===== config.mk =====
export PLATFORM = sky130hd
export DESIGN_NAME = puf_eval_ctrl
export DESIGN_NICKNAME = d
export VERILOG_FILES = /design/src/rtl/puf_pkg.sv /design/src/rtl/puf_lfsr.sv /design/src/rtl/puf_eval_ctrl.sv
export SDC_FILE = /design/constraint.sdc
export NUM_CORES = 1
export LEC_CHECK = 0
export ABC_CLOCK_PERIOD_IN_PS = 2430
export CAP_MARGIN = 20
export CELL_PAD_IN_SITES_DETAIL_PLACEMENT = 1
export CELL_PAD_IN_SITES_GLOBAL_PLACEMENT = 2
export CORE_MARGIN = 3
export CORE_UTILIZATION = 28
export CTS_BUF_LIST = sky130_fd_sc_hd__clkbuf_4 sky130_fd_sc_hd__clkbuf_8 sky130_fd_sc_hd__clkbuf_16
export CTS_CLUSTER_DIAMETER = 150
export DETAILED_ROUTE_END_ITERATION = 8
export PLACE_DENSITY_LB_ADDON = 0.1
export SLEW_MARGIN = 20
export SYNTH_ARGS = -nofsm -noshare
export SYNTH_HDL_FRONTEND = slang
export SYNTH_HIERARCHICAL = 1
export SYNTH_SLANG_ARGS = --single-unit
export TNS_END_PERCENT = 5

===== constraint.sdc =====
create_clock -name clk -period 2.43 [get_ports clk]
set_clock_uncertainty 0.1 [all_clocks]
set_input_delay 0.486 -clock clk [delete_from_list [all_inputs] [get_ports clk]]
set_output_delay 0.486 -clock clk [all_outputs]
set_load 0.01 [all_outputs]

===== src/rtl/puf_pkg.sv =====
// -----------------------------------------------------------------------------
// puf_pkg -- shared definitions for the arbiter-PUF evaluation controller.
//
// Contents:
//   DEF_*        default values for the controller parameters
//   TAPS         feedback mask of the 64-stage challenge LFSR (x^64+x^63+x^61+x^60)
//   puf_state_e  controller FSM state encoding
//   cnt_width()  counter width helper that never returns zero
//
// Optional feature: defining PUF_STABILITY_EN enables the unstable-bit counter
// in puf_eval_ctrl.
// -----------------------------------------------------------------------------
package puf_pkg;

  localparam int DEF_NUM_STAGES = 64;
  localparam int DEF_RESP_BITS  = 128;
  localparam int DEF_VOTES      = 5;
  localparam int DEF_SETTLE_CYC = 4;

  // Taps are MSB-aligned so narrower chains can use the top bits of the mask.
  localparam logic [63:0] TAPS = 64'hD800_0000_0000_0000;

  typedef enum logic [2:0] {
    IDLE   = 3'd0,
    LOAD   = 3'd1,
    LAUNCH = 3'd2,
    SETTLE = 3'd3,
    SAMPLE = 3'd4,
    RELAX  = 3'd5,
    DONE   = 3'd6
  } puf_state_e;

  // Width needed to index max_val items; at least 1 so a single-entry
  // range still yields a legal vector.
  function automatic int cnt_width(input int max_val);
    return (max_val > 1) ? $clog2(max_val) : 1;
  endfunction

endpackage


===== src/rtl/puf_lfsr.sv =====
// -----------------------------------------------------------------------------
// puf_lfsr -- Fibonacci LFSR that generates successive PUF challenges.
//
// Parameters:
//   WIDTH     register width (2..64)
//   TAP_MASK  feedback taps; defaults to the MSB-aligned slice of puf_pkg::TAPS
//
// Ports:
//   clk    clock
//   rst    synchronous active-high reset, clears state to zero
//   load   load seed (an all-zero seed is replaced by all-ones)
//   step   advance one step: shift left, XOR of tapped bits into bit 0
//   seed   initial value, sampled when load=1
//   state  current challenge
// -----------------------------------------------------------------------------
module puf_lfsr
  import puf_pkg::*;
#(
  parameter int                WIDTH    = DEF_NUM_STAGES,
  parameter logic [WIDTH-1:0]  TAP_MASK = WIDTH'(TAPS >> (64 - WIDTH))
) (
  input  logic             clk,
  input  logic             rst,
  input  logic             load,
  input  logic             step,
  input  logic [WIDTH-1:0] seed,
  output logic [WIDTH-1:0] state
);

  logic feedback;

  assign feedback = ^(state & TAP_MASK);

  // An all-zero state is the LFSR lock-up point, so a zero seed is replaced
  // with all-ones to guarantee a non-degenerate challenge sequence.
  always_ff @(posedge clk) begin
    if (rst) begin
      state <= '0;
    end else if (load) begin
      state <= (seed == '0) ? '1 : seed;
    end else if (step) begin
      state <= {state[WIDTH-2:0], feedback};
    end
  end

endmodule


===== src/rtl/puf_eval_ctrl.sv =====
// -----------------------------------------------------------------------------
// puf_eval_ctrl -- arbiter-PUF evaluation controller.
//
// For each of RESP_BITS response bits the controller applies one challenge,
// fires VOTES races (launch high for SETTLE_CYC+2 cycles, low for SETTLE_CYC
// cycles), majority-votes the arbiter results and then steps the challenge
// LFSR. One bit takes 1 + VOTES*(2*SETTLE_CYC+2) cycles.
//
// Parameters:
//   NUM_STAGES  challenge width, 2..64
//   RESP_BITS   response length
//   VOTES       evaluations per bit, odd and >= 1
//   SETTLE_CYC  race settle / relax time in cycles, >= 1
//
// Ports:
//   clk           clock
//   rst           synchronous active-high reset
//   start         request a response (accepted only in IDLE)
//   seed          initial challenge, sampled on start acceptance
//   challenge     select bits to the delay-chain multiplexers
//   launch        race edge into both chain inputs
//   arb_out       synchronised arbiter result
//   busy          high from start acceptance until resp_valid rises
//   resp_valid    response available, held until resp_ready
//   resp_ready    consumer accepts the response
//   resp          voted response
//   unstable_cnt  number of non-unanimous bits (valid with resp_valid)
//
// Build option: define PUF_STABILITY_EN to enable the unstable-bit counter;
// otherwise unstable_cnt is tied to zero.
// -----------------------------------------------------------------------------
module puf_eval_ctrl
  import puf_pkg::*;
#(
  parameter int NUM_STAGES = DEF_NUM_STAGES,
  parameter int RESP_BITS  = DEF_RESP_BITS,
  parameter int VOTES      = DEF_VOTES,
  parameter int SETTLE_CYC = DEF_SETTLE_CYC
) (
  input  logic                           clk,
  input  logic                           rst,
  input  logic                           start,
  input  logic [NUM_STAGES-1:0]          seed,
  output logic [NUM_STAGES-1:0]          challenge,
  output logic                           launch,
  input  logic                           arb_out,
  output logic                           busy,
  output logic                           resp_valid,
  input  logic                           resp_ready,
  output logic [RESP_BITS-1:0]           resp,
  output logic [$clog2(RESP_BITS+1)-1:0] unstable_cnt
);

  localparam int VOTE_W = $clog2(VOTES + 1);
  localparam int IDX_W  = cnt_width(RESP_BITS);
  localparam int CYC_W  = cnt_width(SETTLE_CYC);
  localparam int UNST_W = $clog2(RESP_BITS + 1);

  localparam logic [VOTE_W-1:0] VOTES_C   = VOTE_W'(VOTES);
  localparam logic [VOTE_W-1:0] MAJORITY  = VOTE_W'(VOTES / 2);
  localparam logic [CYC_W-1:0]  CYC_LAST  = CYC_W'(SETTLE_CYC - 1);
  localparam logic [IDX_W-1:0]  IDX_LAST  = IDX_W'(RESP_BITS - 1);

  if (NUM_STAGES < 2 || NUM_STAGES > 64) begin : g_bad_stages
    $error("puf_eval_ctrl: NUM_STAGES must be in 2..64");
  end
  if (VOTES < 1 || (VOTES % 2) == 0) begin : g_bad_votes
    $error("puf_eval_ctrl: VOTES must be odd and at least 1");
  end
  if (SETTLE_CYC < 1) begin : g_bad_settle
    $error("puf_eval_ctrl: SETTLE_CYC must be at least 1");
  end

  puf_state_e        state;
  puf_state_e        state_next;
  logic [CYC_W-1:0]  cyc_cnt;
  logic [VOTE_W-1:0] eval_cnt;
  logic [VOTE_W-1:0] ones_cnt;
  logic [IDX_W-1:0]  bit_idx;

  logic start_acc;
  logic cyc_last;
  logic last_vote;
  logic last_bit;
  logic bit_done;

  assign start_acc = (state == IDLE) && start;
  assign cyc_last  = (cyc_cnt == CYC_LAST);
  assign last_vote = (eval_cnt == VOTES_C);
  assign last_bit  = (bit_idx == IDX_LAST);
  // Final RELAX cycle of the last vote: the bit is decided and the
  // challenge moves on.
  assign bit_done  = (state == RELAX) && cyc_last && last_vote;

  // ---------------------------------------------------------------------------
  // Challenge generator
  // ---------------------------------------------------------------------------
  puf_lfsr #(
    .WIDTH (NUM_STAGES)
  ) u_lfsr (
    .clk   (clk),
    .rst   (rst),
    .load  (start_acc),
    .step  (bit_done),
    .seed  (seed),
    .state (challenge)
  );

  // ---------------------------------------------------------------------------
  // Next-state logic
  // ---------------------------------------------------------------------------
  always_comb begin
    // NOTE: assigning a default before the case keeps every path driven,
    // so no latch is inferred for state_next.
    state_next = state;
    case (state)
      IDLE:    if (start) state_next = LOAD;
      LOAD:    state_next = LAUNCH;
      LAUNCH:  state_next = SETTLE;
      SETTLE:  if (cyc_last) state_next = SAMPLE;
      SAMPLE:  state_next = RELAX;
      RELAX: begin
        if (cyc_last) begin
          if (!last_vote)    state_next = LAUNCH;
          else if (last_bit) state_next = DONE;
          else               state_next = LOAD;
        end
      end
      DONE:    if (resp_ready) state_next = IDLE;
      default: state_next = IDLE;
    endcase
  end

  // ---------------------------------------------------------------------------
  // State, counters and response register
  // ---------------------------------------------------------------------------
  // NOTE: sequential state uses non-blocking assignments so every register
  // samples pre-edge values regardless of statement order.
  always_ff @(posedge clk) begin
    if (rst) begin
      // NOTE: resp is a plain flop vector (not a RAM), so it is cleared
      // here along with the control state.
      state    <= IDLE;
      cyc_cnt  <= '0;
      eval_cnt <= '0;
      ones_cnt <= '0;
      bit_idx  <= '0;
      resp     <= '0;
    end else begin
      state <= state_next;

      // Phase timer runs only inside SETTLE and RELAX and is zero elsewhere,
      // so each phase starts counting from zero.
      if ((state == SETTLE || state == RELAX) && !cyc_last) begin
        cyc_cnt <= cyc_cnt + CYC_W'(1);
      end else begin
        cyc_cnt <= '0;
      end

      case (state)
        IDLE: begin
          if (start) begin
            resp     <= '0;
            bit_idx  <= '0;
            eval_cnt <= '0;
            ones_cnt <= '0;
          end
        end
        LOAD: begin
          eval_cnt <= '0;
          ones_cnt <= '0;
        end
        SAMPLE: begin
          ones_cnt <= ones_cnt + VOTE_W'(arb_out);
          eval_cnt <= eval_cnt + VOTE_W'(1);
        end
        RELAX: begin
          if (bit_done) begin
            resp[bit_idx] <= (ones_cnt > MAJORITY);
            // Hold at the last index so the counter never wraps in a run.
            if (!last_bit) bit_idx <= bit_idx + IDX_W'(1);
          end
        end
        default: ;
      endcase
    end
  end

  // ---------------------------------------------------------------------------
  // Registered outputs
  // ---------------------------------------------------------------------------
  // Decoded from state_next into flops so launch reaches the delay chains
  // glitch-free; a decode glitch would fire a spurious race.
  always_ff @(posedge clk) begin
    if (rst) begin
      launch     <= 1'b0;
      busy       <= 1'b0;
      resp_valid <= 1'b0;
    end else begin
      launch     <= (state_next == LAUNCH) || (state_next == SETTLE) ||
                    (state_next == SAMPLE);
      busy       <= (state_next != IDLE) && (state_next != DONE);
      resp_valid <= (state_next == DONE);
    end
  end

  // ---------------------------------------------------------------------------
  // Unstable-bit counter
  // ---------------------------------------------------------------------------
`ifdef PUF_STABILITY_EN
  logic [UNST_W-1:0] unst_q;

  // A bit is unstable when its votes were not unanimous.
  always_ff @(posedge clk) begin
    if (rst) begin
      unst_q <= '0;
    end else if (start_acc) begin
      unst_q <= '0;
    end else if (bit_done && (ones_cnt != '0) && (ones_cnt != VOTES_C)) begin
      unst_q <= unst_q + UNST_W'(1);
    end
  end

  assign unstable_cnt = unst_q;
`else
  assign unstable_cnt = '0;
`endif

endmodule


# Word level (Yosys, flattened, before mapping)
# Index checks and enable logic that the tools add are counted.
# word_totals
elab_cells,79
ff_bits,213
# op_classes
order_cmp,3
n_eq_ne,17
muxes,23
reduce_logical,21
addsub,4
n_bitwise,1
# op_table
cell,n
$mux W128,2
$pmux W128 S2,1
$mux W64,3
$bwmux W128,1
$logic_not A64 Y1,1
$reduce_xor A64 Y1,1
$mux W3,7
$mux W7,3
$pmux W3 S7,1
$eq A3 B3 Y1 const B,6
$pmux W3 S3,2
$pmux W7 S2,1
$eq A3 B2 Y1 const B,4
$lt A7 B8 Y1 const B,1
$add A7 B1 Y7 const B,1
$demux W1 S7,1
$eq A7 B7 Y1 const B,1
$ge A7 B1 Y1 const B,1
$logic_and A1 B1 Y1,6
$ne A2 B2 Y1 const B,3
$reduce_bool A3 Y1,2
$reduce_and A4 Y1,1
$reduce_bool A2 Y1,2
$add A3 B1 Y3,1
14 further kinds,16

# Longest topological paths before layout
# Gate-level depths: netlist of run 1.
# depth
word_depth,8
mapped_depth,9

# Hierarchy
# The synthesis of run 1 kept the hierarchy.
# modules_own_cells
mod,cells_each,seq_area_each_um2,area_per_inst_um2,n_inst
puf_eval_ctrl,911,2982.9,6735.2,1
puf_lfsr,308,1281.2,3442.1,1

# Worst setup path before layout of run 1
# OpenSTA, ideal clock, no wires.
# synth_path
path_type,input-to-reg
from,input start
to,register resp[5]
setup_time_ns,0.070
t_arrival_ns,2.043
setup_slack_ns,0.217
stages,7
t_required_ns,2.260
path_cell_list,or4b_1 buf_2 a211o_4 nor3_4 buf_6 nand2_1 a21oi_1
# synth_via
elab_chain_len,2
# synth_lines
item,line_no,source
from (decl),puf_eval_ctrl.sv:42,"input logic start,"
$ne A2 B2 Y1 (no source line),-,
$reduce_and A3 Y1 (no source line),-,
"to (signal, indexed assignment)",puf_eval_ctrl.sv:179,resp[bit_idx] <= (ones_cnt > MAJORITY);
to (decl),puf_eval_ctrl.sv:50,"output logic [RESP_BITS-1:0] resp,"
# No other way between the ends.
# A chain may end at the register's enable or synchronous reset.

# Worst setup path in the final report of run 1
# layout_path
from,input seed[30]
to,register u_lfsr.state[34]
# layout_via
elab_chain_len,3
# layout_lines
item,line_no,source
from (decl),puf_eval_ctrl.sv:43,"input logic [NUM_STAGES-1:0] seed,"
$logic_not A64 Y1,puf_lfsr.sv:40,state <= (seed == '0) ? '1 : seed;
$mux W64,puf_lfsr.sv:40,
$mux W64,puf_lfsr.sv:39,end else if (load) begin
to (signal assigned),puf_lfsr.sv:40,
to (signal assigned),puf_lfsr.sv:42,"state <= {state[WIDTH-2:0], feedback};"
to (decl),puf_lfsr.sv:27,output logic [WIDTH-1:0] state
# No other way between the ends.

==> impl_metrics.env, run 1 <==
export IMPL_core_um2=35700
export IMPL_cts_tree="yes"
export IMPL_post_route_min_period_ns=2.40
export IMPL_vias=9956
export IMPL_pwr_density_cell_nw_per_um2=605
export IMPL_diodes=0
export IMPL_critPathLaunchType="primary input"
export IMPL_clock_path_buffers=3
export IMPL_layout_nets=1579
export IMPL_clockRootBuffer="clkbuf_16"
export IMPL_place_gp_congestion=0.786
export IMPL_synth_most_common_cell="a21oi_1"
export IMPL_clkTransAtPathRegs_ns=0.06
export IMPL_synth_common_cells="a21oi_1, dfxtp_1, nand2_1, o21ai_0, clkbuf_1"
export IMPL_maxSlewHeadroom_pct=53.2
export IMPL_yosysSeqAreaShare_pct=41.9
export IMPL_synthCells=1219
export IMPL_tns_ns=0
export IMPL_rsz0062_at_grt="no"
export IMPL_grt_ovfl_total=0
export IMPL_dr_pass1_iters=4
export IMPL_required_ns=2.78
export IMPL_hold_class="primary input to flop"
export IMPL_r2r_end="resp[58]"
export IMPL_drv_slew=0
export IMPL_crit_fanout=48
export IMPL_drc=0
export IMPL_power_total_mw=8.96
export IMPL_min_path_cells=2
export IMPL_grt_max_degree=77
export IMPL_insertion_delay_ns=0.54
export IMPL_rows=69
export IMPL_port_buffers=263
export IMPL_endpoint_kind="flop"
export IMPL_track_usage_pct=20.2
export IMPL_wl_um=40600
export IMPL_io_pins=272
export IMPL_antenna_found_initial=0
export IMPL_cts_buffers=27
export IMPL_place_ws_ns=-0.502
export IMPL_outcome="completed"
export IMPL_power_leakage_nw=5.35
export IMPL_period_share_pct=98.8
export IMPL_h_tree_depth=1
export IMPL_dpl_instance_area_um2=13900
export IMPL_start_util_pct=28.5
export IMPL_setup_viol=0
export IMPL_synth_edf_count=0
export IMPL_grt_pass1_wl_um=62800
export IMPL_crit_family="compound AO/OA/AOI/OAI gates"
export IMPL_crit_buf_inv=2
export IMPL_drive_above_1_share_pct=16.3
export IMPL_synth_seq_cells=213
export IMPL_yosys_top_cells_area="dfxtp_1, a21oi_1, a221oi_2, mux2i_1, o21ai_0"
export IMPL_synth_top_cell_by_area="dfxtp_1"
export IMPL_dieHeight_um=197
export IMPL_critPathMaxStageDelay_ns=0.52
export IMPL_syn_avg_cell_area_um2=8.35
export IMPL_drtAntennaViolNets=0
export IMPL_r2r_cells=6
export IMPL_yosysTopAreaCellShare_pct=41.9
export IMPL_synth_distinct_cells=46
export IMPL_ys_warnings_count=6
export IMPL_worstHoldStart="rst"
export IMPL_fin_util_pct=41.6
export IMPL_holdPathEnd="state[2]"
export IMPL_die_area_um2=38700
export IMPL_hold_slack_ns=0.241
export IMPL_r2r_setup_slack_ns=0.17
export IMPL_vdd_ir_drop_worst_uv=464
export IMPL_cts_repair_resized=0
export IMPL_worst_slew_pin_slew_ns=0.701
export IMPL_crit_slowest_cell="o41a_2"
export IMPL_regToRegStartpoint="state[2]"
export IMPL_design_area_um2=14800
export IMPL_cap_viol_max_count=0
export IMPL_cp_arrival_ns=2.75
export IMPL_path_cells="clkdlybuf4s50_1 > nor4_1 > nand4_1 > o41a_2 > buf_12 > a221oi_2"
export IMPL_fillers=4171
export IMPL_dieWidth_um=197
export IMPL_synth_area_um2=10200
export IMPL_dp_cells=1936
export IMPL_drt_iter0_markers=477
export IMPL_area_growth_pct=45.7
export IMPL_setup_ws_ns=0.0299
export IMPL_cts_sinks=213
export IMPL_crit_type="primary input to flop"
export IMPL_post_cts_buffers=0
export IMPL_finalHoldViolCount=0
export IMPL_finalNonFillerCells=1982
export IMPL_ys_flop_type="dfxtp_1"
export IMPL_synthArstFlopShare_pct=0
export IMPL_postCtsHoldBufs=0
export IMPL_wire_per_inst_um=20.5
export IMPL_post_dp_hpwl_um=27900
export IMPL_grt_pass1_vias=10300
export IMPL_fmax_ghz=0.417
export IMPL_routed_via_density=5.02
==> logic make-up after synthesis <==
family	count (synthesis)	share of synthesized area [%]
AO/OA/AOI/OAI	478	30.2
AND/OR/NAND/NOR	242	10.7
flip-flops	213	41.9
buffers and inverters	201	8.84
multiplexers	68	6.69
XOR/XNOR	10	0.861
adder cells (fa/ha/maj)	6	0.738
other	1	0.0368
==> worst register-to-register path, cell delays in order (launching register included) <==
cell and delay (ns):
dfxtp_1 0.30, or4b_1 0.59, a211o_4 0.45, nor2b_2 0.23, buf_4 0.28, nand2_1 0.08, a21oi_1 0.15
==> worst max path at each step <==
stage          slack, ns  depth (start not counted)  startpoint               end
2_1_floorplan       0.22                          7       start           resp[5]
3_3_place_gp       -0.43                          6    seed[29]  u_lfsr/state[60]
3_5_place_dp       -0.50                          6    seed[29]  u_lfsr/state[34]
4_1_cts             0.07                          6    seed[30]  u_lfsr/state[34]
5_1_grt             0.02                          6    seed[29]  u_lfsr/state[13]
6_report            0.03                          6    seed[30]  u_lfsr/state[34]
==> layout by cell type, fill, tap and decap left out, types with 3 or more instances in the layout <==
cell type	Yosys	routed
and3b_1	3	3
conb_1	1	8
buf_4	14	102
xnor2_1	7	7
clkbuf_4	0	6
nand3_1	7	7
clkdlybuf4s50_1	0	262
nor4_1	17	16
nor3_2	0	3
a211oi_1	5	5
ha_1	6	6
nand2_1	138	138
nor3b_2	0	3
a221oi_1	4	4
inv_1	68	68
nand2b_1	7	7
a221oi_2	60	60
nand4_1	4	4
o21ai_0	132	132
xor2_1	3	3
clkbuf_16	0	27
dfxtp_1	213	213
nor2_2	2	3
o21bai_1	4	4
clkbuf_8	0	8
nor3_1	13	10
nor2_1	32	29
mux2i_1	68	68
a21oi_1	262	262
nor2b_2	0	5
buf_12	0	15
==> power breakdown <==
part,total (mW),leakage (nW),switching (mW),internal [mW]
Clock,4.13,0.455,1.58,2.54
Combinational,1.13,3.17,0.579,0.549
Sequential,3.71,1.73,0.0981,3.61
Total,8.96,5.35,2.26,6.71
==> per-layer routing <==
| metal | track usage, % | wire length [um] | vias up |
|---|---|---|---|
| met3 | 3.09 | 1870 | 51 |
| met1 | 27.9 | 19100 | 4836 |
| met4 | 4.38 | 848 | 0 |
| met2 | 33.7 | 18800 | 220 |
| li1 | - | - | 4849 |
| met5 | 0 | 0 | - |
==> area by class of cell <==
type / count / area (um^2) / share of cell area, %
well taps: 461 / 577 / 3.89
multi-input cells: 812 / 5110 / 34.5
repair buffers: 380 / 3700 / 25.0
inverters: 70 / 264 / 1.78
clock inverters: 5 / 81.3 / 0.549
flip-flops and latches: 213 / 4260 / 28.8
clock buffers: 41 / 831 / 5.60
==> registers in the layout, indices dropped and copies added (netlist names) <==
name and count:
bit_idx 7, busy 1, cyc_cnt 2, eval_cnt 3
launch 1, ones_cnt 3, resp 128, resp_valid 1
state 3, u_lfsr/state 64
Power figures use the tool's default switching activity.
==> inputs of run 2 (changes only) <==
Settings changed: ABC_CLOCK_PERIOD_IN_PS 2430 to 3050, CORE_UTILIZATION 28 to 30.
Clock period 2.43 ns to 3.05 ns, I/O delays scaled along.
==> run 2 against run 1 <==
First-iteration DRC count increased by 2.5%. Routed wire length decreased by 1.6%. Die area decreased by 6.5%. Total power decreased by 22%. Combinational power decreased by 23%. Design area decreased by 2.9%. Hold slack improved by 0.075 ns. Final cell count decreased by 3.7%. Register-to-register slack improved by 0.29 ns. Core utilization increased by 2.1 points.
==> impl_metrics.env, run 2 (synthesis gave the netlist of run 1 again) <==
export IMPL_cts_repair_resized=0
export IMPL_grt_max_degree=66
export IMPL_clkTransAtPathRegs_ns=0.06
export IMPL_required_ns=3.41
export IMPL_drc=0
export IMPL_dieHeight_um=190
export IMPL_drt_iter0_markers=489
export IMPL_crit_type="flop to flop"
export IMPL_drtAntennaViolNets=0
export IMPL_finalNonFillerCells=1909
export IMPL_path_cells="or4b_1 > buf_4 > inv_2 > nor2_4 > buf_12 > o21ai_0 > a21oi_1"
export IMPL_cp_arrival_ns=2.94
export IMPL_dieWidth_um=190
export IMPL_r2r_setup_slack_ns=0.46
export IMPL_h_tree_depth=1
export IMPL_r2r_end="resp[66]"
export IMPL_fmax_ghz=0.387
export IMPL_drive_above_1_share_pct=13.2
export IMPL_multiInputGateArea_um2=5110
export IMPL_crit_slowest_cell="nor2_4"
export IMPL_clockRootBuffer="clkbuf_16"
export IMPL_dr_pass1_iters=5
export IMPL_dp_cells=1862
export IMPL_design_area_um2=14400
export IMPL_antenna_found_initial=0
export IMPL_cts_buffers=26
export IMPL_pwr_density_cell_nw_per_um2=485
export IMPL_cap_viol_max_count=0
export IMPL_holdPathEnd="cyc_cnt[0]"
export IMPL_vdd_ir_drop_worst_uv=341
export IMPL_setup_viol=0
export IMPL_core_um2=32900
export IMPL_fillers=3759
export IMPL_cts_tree="yes"
export IMPL_regToRegStartpoint="state[1]"
export IMPL_largest_reg_flops=128
export IMPL_reg_largest_list="resp x128, u_lfsr/state x64, bit_idx x7"
export IMPL_layout_nets=1523
export IMPL_track_usage_pct=21.2
export IMPL_grt_ovfl_total=0
export IMPL_drv_slew=0
export IMPL_place_gp_congestion=0.762
export IMPL_insertion_delay_ns=0.53
export IMPL_grt_pass1_wl_um=61300
export IMPL_die_area_um2=36200
export IMPL_final_cell_mix="a21oi_1, clkdlybuf4s50_1, dfxtp_1, nand2_1, o21ai_0"
export IMPL_largest_register="resp"
export IMPL_hold_class="flop to flop"
export IMPL_outcome="completed"
export IMPL_crit_fanout=41
export IMPL_maxSlewHeadroom_pct=38.4
export IMPL_endpoint_kind="flop"
export IMPL_tns_ns=0
export IMPL_grt_pass1_vias=10200
export IMPL_post_cts_buffers=0
export IMPL_min_path_cells=1
export IMPL_clock_path_buffers=3
export IMPL_area_growth_pct=41.4
export IMPL_io_pins=272
export IMPL_wl_um=40000
export IMPL_power_leakage_nw=5.08
export IMPL_vias=9885
export IMPL_crit_buf_inv=3
export IMPL_worst_slew_pin_slew_ns=0.920
export IMPL_rsz0062_at_grt="no"
export IMPL_critPathLaunchType="flop"
export IMPL_start_util_pct=30.9
export IMPL_port_buffers=263
export IMPL_dpl_instance_area_um2=13500
export IMPL_worstHoldStart="cyc_cnt[0]"
export IMPL_post_route_min_period_ns=2.59
export IMPL_post_dp_hpwl_um=26900
export IMPL_postCtsHoldBufs=0
export IMPL_wire_per_inst_um=20.9
export IMPL_fin_util_pct=43.7
export IMPL_period_share_pct=84.8
export IMPL_critPathMaxStageDelay_ns=0.65
export IMPL_seqCellArea_um2=4260
export IMPL_crit_family="simple AND/OR/NAND/NOR gates"
export IMPL_diodes=0
export IMPL_finalHoldViolCount=0
export IMPL_hold_slack_ns=0.317
export IMPL_cts_sinks=213
export IMPL_rows=66
export IMPL_r2r_cells=7
export IMPL_routed_via_density=5.18
-- run 2: cell count changes in the layout (fill, tap and decap cells not counted), sizes merged --
cell / change
bufinv: -2
clkbuf: +1
inv: -1
buf: -55
clkinv: +4
clkinvlp: -1
-- run 2: report_power, final --
group | switching (mW) | leakage, nW | total [mW] | internal [mW]
clock network | 1.25 | 0.447 | 3.15 | 1.90
registers | 0.0835 | 1.73 | 2.96 | 2.88
logic | 0.450 | 2.90 | 0.865 | 0.414
-- run 2: cell type report --
cell class / count / share of cell area (%)
clock buffer: 42 / 5.91
clock inverter: 5 / 0.174
inverter: 70 / 1.83
multi-input combinational: 812 / 35.5
sequential: 213 / 29.6
tap: 442 / 3.84
timing repair buffer: 325 / 23.1
-- run 2: how the worst max path moves through the flow --
stage                                   to      from  slack [ns]  cells past startpoint
after floorplan                    resp[5]     start        0.71                      7
after global placement    u_lfsr/state[58]   seed[5]      -0.004                      6
after detailed placement  u_lfsr/state[63]   seed[5]       -0.07                      6
after CTS                         resp[66]  state[1]        0.41                      7
after global routing              resp[66]  state[1]        0.18                      7
final                             resp[66]  state[1]        0.46                      7
-- run 2: through the flow --
step                      worst slack [ns]  total power [mW]
after floorplan                      0.713              3.46
after global placement            -0.00437              3.89
after detailed placement           -0.0668              3.90
after CTS                            0.409              7.08
after global routing                 0.177              7.27
final                                0.464              6.97
-- run 2: per-layer routing --
metal  global-route usage (%)  vias to the layer above  routed length, um
li1                         -                     4743                  -
met1                     28.1                     4834              17900
met2                     35.8                      261              19000
met3                     4.33                       47               2410
met4                     4.49                        0                704
met5                        0                        -                  0
